File: config.mk
export PLATFORM = sky130hd
export DESIGN_NAME = multicycle_controller_flat
export DESIGN_NICKNAME = d
export VERILOG_FILES = /design/src/rtl/multicycle_controller_if.sv /design/src/rtl/multicycle_controller.sv /design/src/flat_wrapper.sv
export SDC_FILE = /design/constraint.sdc
export NUM_CORES = 1
export LEC_CHECK = 0
export CAP_MARGIN = 20
export CORE_UTILIZATION = 53
export CTS_BUF_LIST = sky130_fd_sc_hd__clkbuf_4 sky130_fd_sc_hd__clkbuf_8
export CTS_CLUSTER_DIAMETER = 200
export CTS_CLUSTER_SIZE = 28
export DETAILED_ROUTE_END_ITERATION = 7
export PLACE_DENSITY = 0.88
export REMOVE_ABC_BUFFERS = 1
export SYNTH_ARGS = -nofsm -noshare
export SYNTH_HDL_FRONTEND = slang
export SYNTH_SLANG_ARGS = --single-unit
File: constraint.sdc
create_clock -name clk -period 4.7 [get_ports clk]
set_input_delay 1.175 -clock clk [delete_from_list [all_inputs] [get_ports clk]]
set_output_delay 1.175 -clock clk [all_outputs]
set_load 0.05 [all_outputs]
File: src/rtl/multicycle_controller_if.sv
// Control bus between the multicycle controller and the datapath / memory port.
// master: the controller (samples op and mem_ready, drives every control strobe)
// slave : the datapath side (drives op from the IR and mem_ready from memory)
interface multicycle_controller_if #(
    parameter int unsigned CNT_W = 32
);
    logic [5:0]       op;
    logic             mem_ready;
    logic             pcwrite;
    logic             branch;
    logic             iord;
    logic             memread;
    logic             memwrite;
    logic             irwrite;
    logic             memtoreg;
    logic             regdst;
    logic             regwrite;
    logic             alusrca;
    logic [1:0]       alusrcb;
    logic [1:0]       pcsrc;
    logic [1:0]       aluop;
    logic             illegal_op;
    logic [3:0]       state;
    logic [CNT_W-1:0] instret;

    modport master (
        input  op, mem_ready,
        output pcwrite, branch, iord, memread, memwrite, irwrite, memtoreg, regdst, regwrite,
               alusrca, alusrcb, pcsrc, aluop, illegal_op, state, instret
    );

    modport slave (
        output op, mem_ready,
        input  pcwrite, branch, iord, memread, memwrite, irwrite, memtoreg, regdst, regwrite,
               alusrca, alusrcb, pcsrc, aluop, illegal_op, state, instret
    );
endinterface

File: src/rtl/multicycle_controller.sv
// Moore-FSM control unit for the multicycle MIPS datapath (R-type, LW, SW, BEQ, ADDI, J).
// Define MC_ORI_EN to add ORI support through the ORIEX state; otherwise ORI is illegal
// and state 13 behaves like any other undefined code.
module multicycle_controller #(
    parameter bit          MEM_HANDSHAKE = 1'b1,
    parameter int unsigned CNT_W         = 32
) (
    input  logic                    clk,
    input  logic                    rst_n,
    multicycle_controller_if.master bus
);
    typedef enum logic [3:0] {
        StIdle   = 4'd0,
        StFetch  = 4'd1,
        StDecode = 4'd2,
        StMemAdr = 4'd3,
        StMemRd  = 4'd4,
        StMemWb  = 4'd5,
        StMemWr  = 4'd6,
        StExec   = 4'd7,
        StAluWb  = 4'd8,
        StBranch = 4'd9,
        StIexec  = 4'd10,
        StIwb    = 4'd11,
        StJump   = 4'd12,
        StOriex  = 4'd13
    } state_e;

    localparam logic [5:0] OpRtype = 6'b000000;
    localparam logic [5:0] OpLw    = 6'b100011;
    localparam logic [5:0] OpSw    = 6'b101011;
    localparam logic [5:0] OpBeq   = 6'b000100;
    localparam logic [5:0] OpAddi  = 6'b001000;
    localparam logic [5:0] OpJ     = 6'b000010;
    localparam logic [5:0] OpOri   = 6'b001101;

    state_e           state_q, state_d;
    logic [CNT_W-1:0] instret_q, instret_d;
    logic             mem_rdy;
    logic             retire;

    // Without the handshake every memory access completes in one cycle
    assign mem_rdy = MEM_HANDSHAKE ? bus.mem_ready : 1'b1;

    // State register and retired-instruction counter
    always_ff @(posedge clk or negedge rst_n) begin
        if (!rst_n) begin
            state_q   <= StIdle;
            instret_q <= '0;
        end else begin
            state_q   <= state_d;
            instret_q <= instret_d;
        end
    end

    // Next-state logic; undefined codes recover to FETCH
    always_comb begin
        state_d = state_q;
        case (state_q)
            StIdle:   state_d = StFetch;
            StFetch:  if (mem_rdy) state_d = StDecode;
            StDecode: begin
                case (bus.op)
                    OpLw, OpSw: state_d = StMemAdr;
                    OpRtype:    state_d = StExec;
                    OpBeq:      state_d = StBranch;
                    OpAddi:     state_d = StIexec;
                    OpJ:        state_d = StJump;
`ifdef MC_ORI_EN
                    OpOri:      state_d = StOriex;
`endif
                    default:    state_d = StFetch;
                endcase
            end
            StMemAdr: state_d = (bus.op == OpLw) ? StMemRd : StMemWr;
            StMemRd:  if (mem_rdy) state_d = StMemWb;
            StMemWr:  if (mem_rdy) state_d = StFetch;
            StExec:   state_d = StAluWb;
            StIexec:  state_d = StIwb;
`ifdef MC_ORI_EN
            StOriex:  state_d = StIwb;
`endif
            StMemWb, StAluWb, StBranch, StIwb, StJump: state_d = StFetch;
            default:  state_d = StFetch;
        endcase
    end

    // Count only completed instructions; illegal-op and IDLE returns to FETCH do not retire
    always_comb begin
        retire = 1'b0;
        if (state_d == StFetch) begin
            case (state_q)
                StMemWb, StMemWr, StAluWb, StBranch, StIwb, StJump: retire = 1'b1;
                default: retire = 1'b0;
            endcase
        end
        instret_d = retire ? instret_q + CNT_W'(1) : instret_q;
    end

    // Moore outputs; FETCH gates its PC/IR writes with mem_ready
    always_comb begin
        bus.pcwrite    = 1'b0;
        bus.branch     = 1'b0;
        bus.iord       = 1'b0;
        bus.memread    = 1'b0;
        bus.memwrite   = 1'b0;
        bus.irwrite    = 1'b0;
        bus.memtoreg   = 1'b0;
        bus.regdst     = 1'b0;
        bus.regwrite   = 1'b0;
        bus.alusrca    = 1'b0;
        bus.alusrcb    = 2'b00;
        bus.pcsrc      = 2'b00;
        bus.aluop      = 2'b00;
        bus.illegal_op = 1'b0;
        case (state_q)
            StFetch: begin
                bus.memread = 1'b1;
                bus.alusrcb = 2'b01;
                bus.pcwrite = mem_rdy;
                bus.irwrite = mem_rdy;
            end
            StDecode: begin
                bus.alusrcb    = 2'b11;
                // Only an unsupported opcode sends DECODE straight back to FETCH
                bus.illegal_op = (state_d == StFetch);
            end
            StMemAdr: begin
                bus.alusrca = 1'b1;
                bus.alusrcb = 2'b10;
            end
            StMemRd: begin
                bus.memread = 1'b1;
                bus.iord    = 1'b1;
            end
            StMemWb: begin
                bus.regwrite = 1'b1;
                bus.memtoreg = 1'b1;
            end
            StMemWr: begin
                bus.memwrite = 1'b1;
                bus.iord     = 1'b1;
            end
            StExec: begin
                bus.alusrca = 1'b1;
                bus.aluop   = 2'b10;
            end
            StAluWb: begin
                bus.regwrite = 1'b1;
                bus.regdst   = 1'b1;
            end
            StBranch: begin
                bus.alusrca = 1'b1;
                bus.aluop   = 2'b01;
                bus.pcsrc   = 2'b01;
                bus.branch  = 1'b1;
            end
            StIexec: begin
                bus.alusrca = 1'b1;
                bus.alusrcb = 2'b10;
            end
            StIwb:   bus.regwrite = 1'b1;
            StJump: begin
                bus.pcsrc   = 2'b10;
                bus.pcwrite = 1'b1;
            end
`ifdef MC_ORI_EN
            StOriex: begin
                bus.alusrca = 1'b1;
                bus.alusrcb = 2'b10;
                bus.aluop   = 2'b11;
            end
`endif
            default: ;
        endcase
    end

    assign bus.state   = state_q;
    assign bus.instret = instret_q;
endmodule

File: src/flat_wrapper.sv
// flat-port wrapper written by rule: the top's interface ports become plain ports
module multicycle_controller_flat 
#(
    parameter bit          MEM_HANDSHAKE = 1'b1,
    parameter int unsigned CNT_W         = 32
)
  (clk, rst_n, bus_op, bus_mem_ready, bus_pcwrite, bus_branch, bus_iord, bus_memread, bus_memwrite, bus_irwrite, bus_memtoreg, bus_regdst, bus_regwrite, bus_alusrca, bus_alusrcb, bus_pcsrc, bus_aluop, bus_illegal_op, bus_state, bus_instret);
  multicycle_controller_if #(.CNT_W(CNT_W)) bus_i ();
  input  logic clk;
  input  logic rst_n;
  input wire logic [$bits(bus_i.op)-1:0] bus_op;
  input wire logic [$bits(bus_i.mem_ready)-1:0] bus_mem_ready;
  output wire logic [$bits(bus_i.pcwrite)-1:0] bus_pcwrite;
  output wire logic [$bits(bus_i.branch)-1:0] bus_branch;
  output wire logic [$bits(bus_i.iord)-1:0] bus_iord;
  output wire logic [$bits(bus_i.memread)-1:0] bus_memread;
  output wire logic [$bits(bus_i.memwrite)-1:0] bus_memwrite;
  output wire logic [$bits(bus_i.irwrite)-1:0] bus_irwrite;
  output wire logic [$bits(bus_i.memtoreg)-1:0] bus_memtoreg;
  output wire logic [$bits(bus_i.regdst)-1:0] bus_regdst;
  output wire logic [$bits(bus_i.regwrite)-1:0] bus_regwrite;
  output wire logic [$bits(bus_i.alusrca)-1:0] bus_alusrca;
  output wire logic [$bits(bus_i.alusrcb)-1:0] bus_alusrcb;
  output wire logic [$bits(bus_i.pcsrc)-1:0] bus_pcsrc;
  output wire logic [$bits(bus_i.aluop)-1:0] bus_aluop;
  output wire logic [$bits(bus_i.illegal_op)-1:0] bus_illegal_op;
  output wire logic [$bits(bus_i.state)-1:0] bus_state;
  output wire logic [$bits(bus_i.instret)-1:0] bus_instret;
  assign bus_i.op = bus_op;
  assign bus_i.mem_ready = bus_mem_ready;
  assign bus_pcwrite = bus_i.pcwrite;
  assign bus_branch = bus_i.branch;
  assign bus_iord = bus_i.iord;
  assign bus_memread = bus_i.memread;
  assign bus_memwrite = bus_i.memwrite;
  assign bus_irwrite = bus_i.irwrite;
  assign bus_memtoreg = bus_i.memtoreg;
  assign bus_regdst = bus_i.regdst;
  assign bus_regwrite = bus_i.regwrite;
  assign bus_alusrca = bus_i.alusrca;
  assign bus_alusrcb = bus_i.alusrcb;
  assign bus_pcsrc = bus_i.pcsrc;
  assign bus_aluop = bus_i.aluop;
  assign bus_illegal_op = bus_i.illegal_op;
  assign bus_state = bus_i.state;
  assign bus_instret = bus_i.instret;
  multicycle_controller #(.MEM_HANDSHAKE(MEM_HANDSHAKE), .CNT_W(CNT_W)) u_core (.clk(clk), .rst_n(rst_n), .bus(bus_i));
endmodule
Word-level counts from Yosys, hierarchy flattened

Index checks and enable logic that the tools add are counted.

$add $sub $neg: 1
Equality and inequality tests: 18
Muxes and demuxes: 22
Reductions and logical operators: 8

Operators by type and width:

| cell                                                             | number |
|---|---|
| 32-bit by 1-bit adder with 32-bit output (second input constant) | 1 |
| 4-bit one-hot mux with 7 select lines                            | 1 |
| 4-bit == test (second input constant)                            | 5 |
| 4-bit one-hot mux with 5 select lines                            | 1 |
| 4-bit by 3-bit == test with 1-bit output (second input constant) | 4 |
| 6-bit == test (second input constant)                            | 2 |
| 1-bit 2-to-1 mux                                                 | 12 |
| 4-bit 2-to-1 mux                                                 | 3 |
| 4-bit by 1-bit == test with 1-bit output (second input constant) | 2 |
| 4-bit by 2-bit == test with 1-bit output (second input constant) | 2 |
| 2-bit one-hot mux with 2 select lines                            | 2 |
| 2-bit OR reduction                                               | 4 |
| 6-bit by 2-bit == test with 1-bit output (second input constant) | 1 |
| 6-bit by 3-bit == test with 1-bit output (second input constant) | 1 |
| 6-bit by 4-bit == test with 1-bit output (second input constant) | 1 |
| 6-bit logical NOT                                                | 1 |
| 2-bit one-hot mux with 3 select lines                            | 1 |
| 6-bit OR reduction                                               | 1 |
| 4-bit OR reduction                                               | 1 |
| 3-bit OR reduction                                               | 1 |
| 2-bit 2-to-1 mux                                                 | 1 |
| 1-bit one-hot mux with 2 select lines                            | 1 |

Register bits after elaboration: 36
Input port bits: 9
Output and inout port bits: 53
Word-level logic and storage cells: 51

Depth between registers and ports, before layout

Gate-level depths: netlist of the first run.

Depth in word-level cells: 6
Gate-level depth with buffers: 8
Depth with buffers taken out: 6

Least setup slack after synthesis of the first run

OpenSTA, ideal clock, no wires.

Path kind: input to output
Start point: input bus_op[4]
End point: output bus_illegal_op
Data arrival time: 2.957 ns
Required time: 3.525 ns
Slack: 0.568 ns
Stages: 5
Buffers on the path: 0
Path through: nand4b_1 nor3_1 nor4_1 or3_1 nor3_1

Word-level cells in the longest chain between the ends: 6
Elaborated cells between the ends (all ways): 12
Classes of those cells: eq/ne (6); mux (4); reduce/logical (2)

Ends and longest elaborated chain:

| item                                       | RTL line                                                 | source |
|---|---|---|
| start, declared                            | flat_wrapper.sv:11                                       | `input wire logic [$bits(bus_i.op)-1:0] bus_op;` |
| 6-bit == test, on equally long branches    | multicycle_controller.sv:63, multicycle_controller.sv:75 |  |
| 2-bit OR reduction                         | multicycle_controller.sv:63                              | `case (bus.op)` |
| 4-bit one-hot mux with 5 select lines      | multicycle_controller.sv:63                              |  |
| 4-bit one-hot mux with 7 select lines *    | multicycle_controller.sv:59                              | `case (state_q)` |
| net u_core.state_d[1]                      | multicycle_controller.sv:37                              | `state_e state_q, state_d;` |
| 4-bit by 1-bit == test with 1-bit output * | multicycle_controller.sv:126                             | `bus.illegal_op = (state_d == StFetch);` |
| 1-bit 2-to-1 mux *                         | multicycle_controller.sv:116                             | `case (state_q)` |
| end, declared                              | flat_wrapper.sv:26                                       | `output wire logic [$bits(bus_i.illegal_op)-1:0] bus_illegal_op;` |

The timed path passes the listed nets; every way through them passes the cells marked *.

Worst setup path in the final report of the first run

Start point: input bus_op[1]
End point: output bus_illegal_op

Same word-level chain as after synthesis.

==> metrics, run 1 <==
initial antenna violation count 0; R2R Path End u_core.bus.instret[1]; final slew viol count 0; core area 3800 sq um; Critical Path Fanout Max 6; Post-Route WL 4900 um; Worst setup EP type primary output; Tot GR Track Use between 20% and 30%; synthesized flop and latch total 36; CTS tree done; Final Non-Filler Cells approximately 320; leakage power around 1.2 nW; post-route clock period utilization about nine tenths; number of top-level pins 62; Post-synth ARST share between 90% and 100%; reg2reg setup slack ~2.1 ns; WHS Endpoint u_core.bus.instret[31]; CP Launch Type input port; CP Data Arrival Time 2.98 ns; Slew HR between 30 and 40%; reg-to-reg startpoint u_core.bus.state[0]; Fmax achieved 241 MHz; critical path class in2out; via count roughly 1,800; clock buffer depth 2; most frequent CP cell nor3_1; RSZ-0062 raised after global routing false; total CTS buffers 5; Clk Tree Root Cell clkbuf_8; dominant synthesized flop cell dfrtp_1; Final setup viols 0; die area around 4400 sq um; Worst Path Required ~3.5 ns; outcome finished, final reports clean; Hold Buf Count CTS 0; min cycle time layout 4.15 ns; hold path depth 1; number of global-route vias before repair between 1,500 and 2,000; EDFF count, synth 0; iteration-0 DRC count of the detailed router around 170; Die Y between 60 and 70 um; Net count, final 282; slowest stage cell, crit path clkdlybuf4s50_1; CP peak stage delay between 0.5 and 0.6 ns; synthesized area 2180 sq um; I/O Buffers 61; HP Class reg2reg; CP cell instances clkdlybuf4s50_1 -> nand4b_1 -> nor3_1 -> nor4_1 -> or3_1 -> nor3_1 -> buf_12; reg2reg path depth 6; Max Cap Viol 0; Post-Synthesis Mean Instance Area about 10 sq um; first-pass GRT wire length 8260 um; Via density between 5 and 6; sequential area share after synthesis between 40% and 50%; final clock skew ~0.0066 ns; Syn. warnings 0; Final TNS setup 0 ns; clock-pin slew on the worst setup and hold paths about 0.070 ns; GRT overflow 0; Inserted Diodes 0; hold path startpoint u_core.bus.instret[31]; VDD IR max roughly 470 uV; first-pass detailed-route iteration total 4; Worst-Margin Slew 0.937 ns; cells resized by post-CTS repair 0; gp weighted congestion 0.813; Die Wd 66.2 um; library cells used by synthesis 44; Layout Area Growth over Synthesis 33.0%; setup bufs post-CTS 0; Initial Util between 50% and 60%; most frequent cells in the layout clkdlybuf4s50_1 (60), dfrtp_1 (36), xor2_1 (20), nor2_1 (16), nand3_1 (15); commonest non-fill, non-tap cell in the layout clkdlybuf4s50_1; Hold Violations, Final 0; PwrDens 497 nW/um^2; maximum number of pins on one net before global-route repair 37; antenna viol nets, final 0; Fill cells 277; Row Count 22; Syn Inst Count 214; WL per Instance between 15 and 20 um; Post-DP HPWL 3450 um; DRC errors left 0; share of layout cells above drive strength 1 12.8%; H-tree levels 2; Worst-Skew Late Latency about 0.29 ns; dpl cells around 310; CTS Sinks 36
==> cell families (layout without fill, tap and decap cells) <==
kind of cell	count (synthesis)	after routing	share of synthesized area (%)
buffers and inverters	14	73	4.12
muxes	2	2	0.974
and+or+nand+nor	113	113	34.1
xor gates and xnor gates	35	35	14.4
DFF	36	36	41.2
AOI/OAI and AO/OA	13	13	4.58
adders and majority gates	1	1	0.573
==> report_power, final <==
part	total (mW)	internal, mW	switching (mW)	leakage [nW]
sequential	0.422	0.341	0.0810	0.486
clock	0.271	0.163	0.108	0.0586
combinational	0.750	0.249	0.501	0.690
==> worst max path at each step <==
| stage | startpoint | to | slack [ns] | cells after the start |
|---|---|---|---|---|
| floorplan | bus_mem_ready | bus_illegal_op | 0.54 | 5 |
| global placement | bus_op[1] | bus_illegal_op | 0.61 | 7 |
| detailed placement | bus_op[1] | bus_illegal_op | 0.54 | 7 |
| CTS | bus_op[1] | bus_illegal_op | 0.55 | 7 |
| global route | bus_op[1] | bus_illegal_op | 0.44 | 7 |
| finish | bus_op[1] | bus_illegal_op | 0.55 | 7 |
==> routing by layer <==
metal	routed length (um)	global-route usage, %	vias up
met1	2100	32.3	888
li1	-	-	874
met4	90	10.9	0
met5	0	0	-
met2	2440	40.4	69
met3	269	6.90	11
==> cells in the mapped netlist, drive strengths merged, types with 2 or more instances <==
cell,instances,share of area (%)
and2,2,0.57
and3,4,1.1
buf,9,3.3
clkbuf,2,0.34
dfrtp,36,41
inv,3,0.52
nand2,15,2.7
nand2b,6,1.7
nand3,17,4.4
nand4,7,2.0
nor2,16,2.7
nor2b,4,1.1
nor3,14,3.2
nor3b,2,0.69
nor4,13,7.0
nor4b,5,3.8
o21ai,2,0.46
o22ai,3,0.86
or2,2,0.57
or3,4,1.1
xnor2,15,6.4
xor2,20,8.0
==> flip-flops by register name (all words and copies together), names as in the netlist <==
| register | count |
|---|---|
| u_core.bus.instret | 32 |
| u_core.bus.state | 4 |
==> worst max-delay path: cells and delay by family <==
family | cells | cell delay (ns)
buffers and inverters | 2 | 0.76
and+or+nand+nor | 5 | 1.03
==> area by class of cell <==
class	count	area, sq um	share of cell area (%)
tap	48	60.1	2.07
sequential	36	901	31.0
timing repair buffer	62	628	21.6
clock inverter	2	35.0	1.21
multi-input combinational	164	1190	41.1
clock buffer	6	76.3	2.63
inverter	3	11.3	0.388
==> through the flow <==
step,hold slack (ns),worst slack [ns],total power [mW],util (%),instance area (sq um)
floorplan,0.779,0.538,0.941,-,2110
global placement,0.456,0.607,1.17,73.6,2790
detailed placement,0.462,0.544,1.18,73.6,2790
CTS,0.471,0.545,1.45,76.5,2910
global route,0.497,0.439,1.52,76.5,2910
finish,0.469,0.549,1.44,76.5,2910
Note: power is estimated with default switching activity, not from simulation.
==> run 2: changes to the inputs <==
--- a/config.mk
+++ b/config.mk
@@ -9,7 +9,7 @@
 export CORE_UTILIZATION = 53
 export CTS_BUF_LIST = sky130_fd_sc_hd__clkbuf_4 sky130_fd_sc_hd__clkbuf_8
 export CTS_CLUSTER_DIAMETER = 200
-export CTS_CLUSTER_SIZE = 28
+export CTS_CLUSTER_SIZE = 24
 export DETAILED_ROUTE_END_ITERATION = 7
 export PLACE_DENSITY = 0.88
 export REMOVE_ABC_BUFFERS = 1
==> results of run 2 <==
The final DEF is identical to that of run 1; final timing and power are the same.
==> run 3: changes to the inputs <==
--- a/config.mk
+++ b/config.mk
@@ -6,12 +6,12 @@
 export NUM_CORES = 1
 export LEC_CHECK = 0
 export CAP_MARGIN = 20
-export CORE_UTILIZATION = 53
+export CORE_UTILIZATION = 35
 export CTS_BUF_LIST = sky130_fd_sc_hd__clkbuf_4 sky130_fd_sc_hd__clkbuf_8
 export CTS_CLUSTER_DIAMETER = 200
 export CTS_CLUSTER_SIZE = 24
 export DETAILED_ROUTE_END_ITERATION = 7
-export PLACE_DENSITY = 0.88
+export PLACE_DENSITY = 0.62
 export REMOVE_ABC_BUFFERS = 1
 export SYNTH_ARGS = -nofsm -noshare
 export SYNTH_HDL_FRONTEND = slang
==> constraint.sdc (replaced) <==
create_clock -name clk -period 4.3 [get_ports clk]
set_input_delay 1.075 -clock clk [delete_from_list [all_inputs] [get_ports clk]]
set_output_delay 1.075 -clock clk [all_outputs]
set_load 0.05 [all_outputs]
==> run 3 against run 2 <==
Against the previous run:
- worst setup slack lost 0.19 ns
- via count is 5.8% lower
- hold slack better by 0.00077 ns
- register-to-register slack worse by 0.40 ns
- global-route usage decreased by 9.6 points
- first-iteration DRC count fell by 64%
==> metrics, run 3 (same netlist as run 1, synthesis figures left out) <==
gp weighted congestion 0.804 (-1.0%); Layout Utilization 49.3% (-27 points); final slew viol count 0 (unchanged); Post-DP HPWL 3420 um (-0.80%); Inserted Diodes 0 (unchanged); Initial Util 36.7% (-21 points); HP Class reg2reg; Largest register FFs 32 (unchanged); Layout Area Growth over Synthesis 34.5%; Clk Tree Root Cell clkbuf_8; Worst Path Required 3.22 ns (-0.30 ns); most frequent cells in the layout clkdlybuf4s50_1 (60), dfrtp_1 (36), xor2_1 (20), nor2_1 (16), nand3_1 (15); crit path capture bus_illegal_op; dpl cells 340 (+8.6%); antenna viol nets, final 0 (unchanged); Fmax achieved about 250 MHz; Final Non-Filler Cells 348 (+8.4%); Net count, final 282 (unchanged); critical path class in2out; GRT overflow 0 (unchanged); Die Wd 81.0 um (+22%); Hold Buf Count CTS 0 (unchanged); Max Cap Viol 0 (unchanged); clock buffer depth 2 (unchanged); Total Power 1.58 mW (+9.2%); number of global-route vias before repair 1,651 (-5.3%); core area 5960 sq um (+57%); reg2reg path depth 6 (unchanged); Critical Path Source bus_op[1]; R2R Path End u_core.bus.instret[1]; WL per Instance 13.8 um (-9.8%); Worst-Skew Late Latency 0.28 ns (about the same); reg2reg setup slack 1.69 ns (-0.40 ns); Fill cells 570 (+110%); min cycle time layout 3.94 ns; iteration-0 DRC count of the detailed router 60 (-64%); maximum number of pins on one net before global-route repair 37 (unchanged); CTS tree done; first-pass GRT wire length 8060 um (-2.4%); H-tree levels 2 (unchanged); PwrDens 536 nW/um^2 (+7.9%); number of top-level pins 62 (unchanged); Via density 4.99 (-13%); Slew HR 35.2% (-2.2 points); Die Y 81.0 um (+22%); hold path depth 1 (unchanged); CP Launch Type input port; post-route clock period utilization a little over 90%; Worst-Margin Slew 0.971 ns (+0.0337 ns); Hold Violations, Final 0 (unchanged); total CTS buffers 5 (unchanged); initial antenna violation count 0 (unchanged); I/O Buffers 61 (unchanged); final clock skew 0.00760 ns (+0.00103 ns); Final TNS setup 0 ns (unchanged); clock-pin slew on the worst setup and hold paths 0.07 ns (about the same); setup bufs post-CTS 0 (unchanged); VDD IR max 427 uV (-9.0%); Final setup viols 0 (unchanged); final hold slack 0.470 ns (+0.000768 ns); Row Count 28 (+27%); via count 1,735 (-5.8%); reg-to-reg startpoint u_core.bus.state[0]; commonest non-fill, non-tap cell in the layout clkdlybuf4s50_1; share of layout cells above drive strength 1 12.8% (unchanged); DRC errors left 0 (unchanged); Critical Path Fanout Max 6 (unchanged); Tot GR Track Use 15.8% (-9.6 points); RSZ-0062 raised after global routing false; cells resized by post-CTS repair 0 (unchanged); Post-Route WL 4790 um (-2.2%); CP Data Arrival Time 2.86 ns (-0.12 ns); CTS Sinks 36 (unchanged); outcome finished, final reports clean; Worst setup EP type primary output; leakage power 1.23 nW (unchanged); die area 6560 sq um (+50%); first-pass detailed-route iteration total 4 (unchanged)
run 3: cell counts in the layout (fill, tap and decap cells not counted):
Identical to the previous run, type by type.
run 3: worst min-delay path by stage:
stage          slack, ns                endpoint                    from
6_report            0.47  u_core.bus.instret[31]  u_core.bus.instret[31]
5_1_grt             0.50  u_core.bus.instret[31]  u_core.bus.instret[31]
4_1_cts             0.47  u_core.bus.instret[31]  u_core.bus.instret[31]
3_5_place_dp        0.46  u_core.bus.instret[31]  u_core.bus.instret[31]
3_3_place_gp        0.46  u_core.bus.instret[31]  u_core.bus.instret[31]
2_1_floorplan       0.78   u_core.bus.instret[0]                   rst_n
run 3: worst max-delay path, cell delays in order:
cell and delay [ns]:
clkdlybuf4s50_1 0.56, nand4b_1 0.11, nor3_1 0.15, nor4_1 0.06
or3_1 0.37, nor3_1 0.34, buf_12 0.19
run 3: report_power, final:
group | internal [mW] | leakage, nW | switching, mW
clock network | 0.178 | 0.0586 | 0.118
registers | 0.373 | 0.486 | 0.0909
logic | 0.272 | 0.690 | 0.544
run 3: layout make-up:
class                           instances  area, sq um  share of cell area (%)
Inverter                                3         11.3                   0.383
Sequential cell                        36          901                    30.7
Timing Repair Buffer                   62          628                    21.4
Clock inverter                          2         35.0                    1.19
Multi-Input combinational cell        164         1190                    40.6
Tap cell                               75         93.8                    3.19
Clock buffer                            6         76.3                    2.60
run 3: layer usage:
metal	global-route usage, %	wire length (um)
met5	0	0
met4	3.75	32
met3	2.02	129
met2	25.5	2260
met1	22.5	2370
run 3: through the flow:
stage	instance area [sq um]	setup WS [ns]
after floorplan	2110	0.264
after CTS	2940	0.346
after detailed placement	2830	0.343
final	2940	0.360
after global placement	2830	0.392
after global routing	2940	0.228
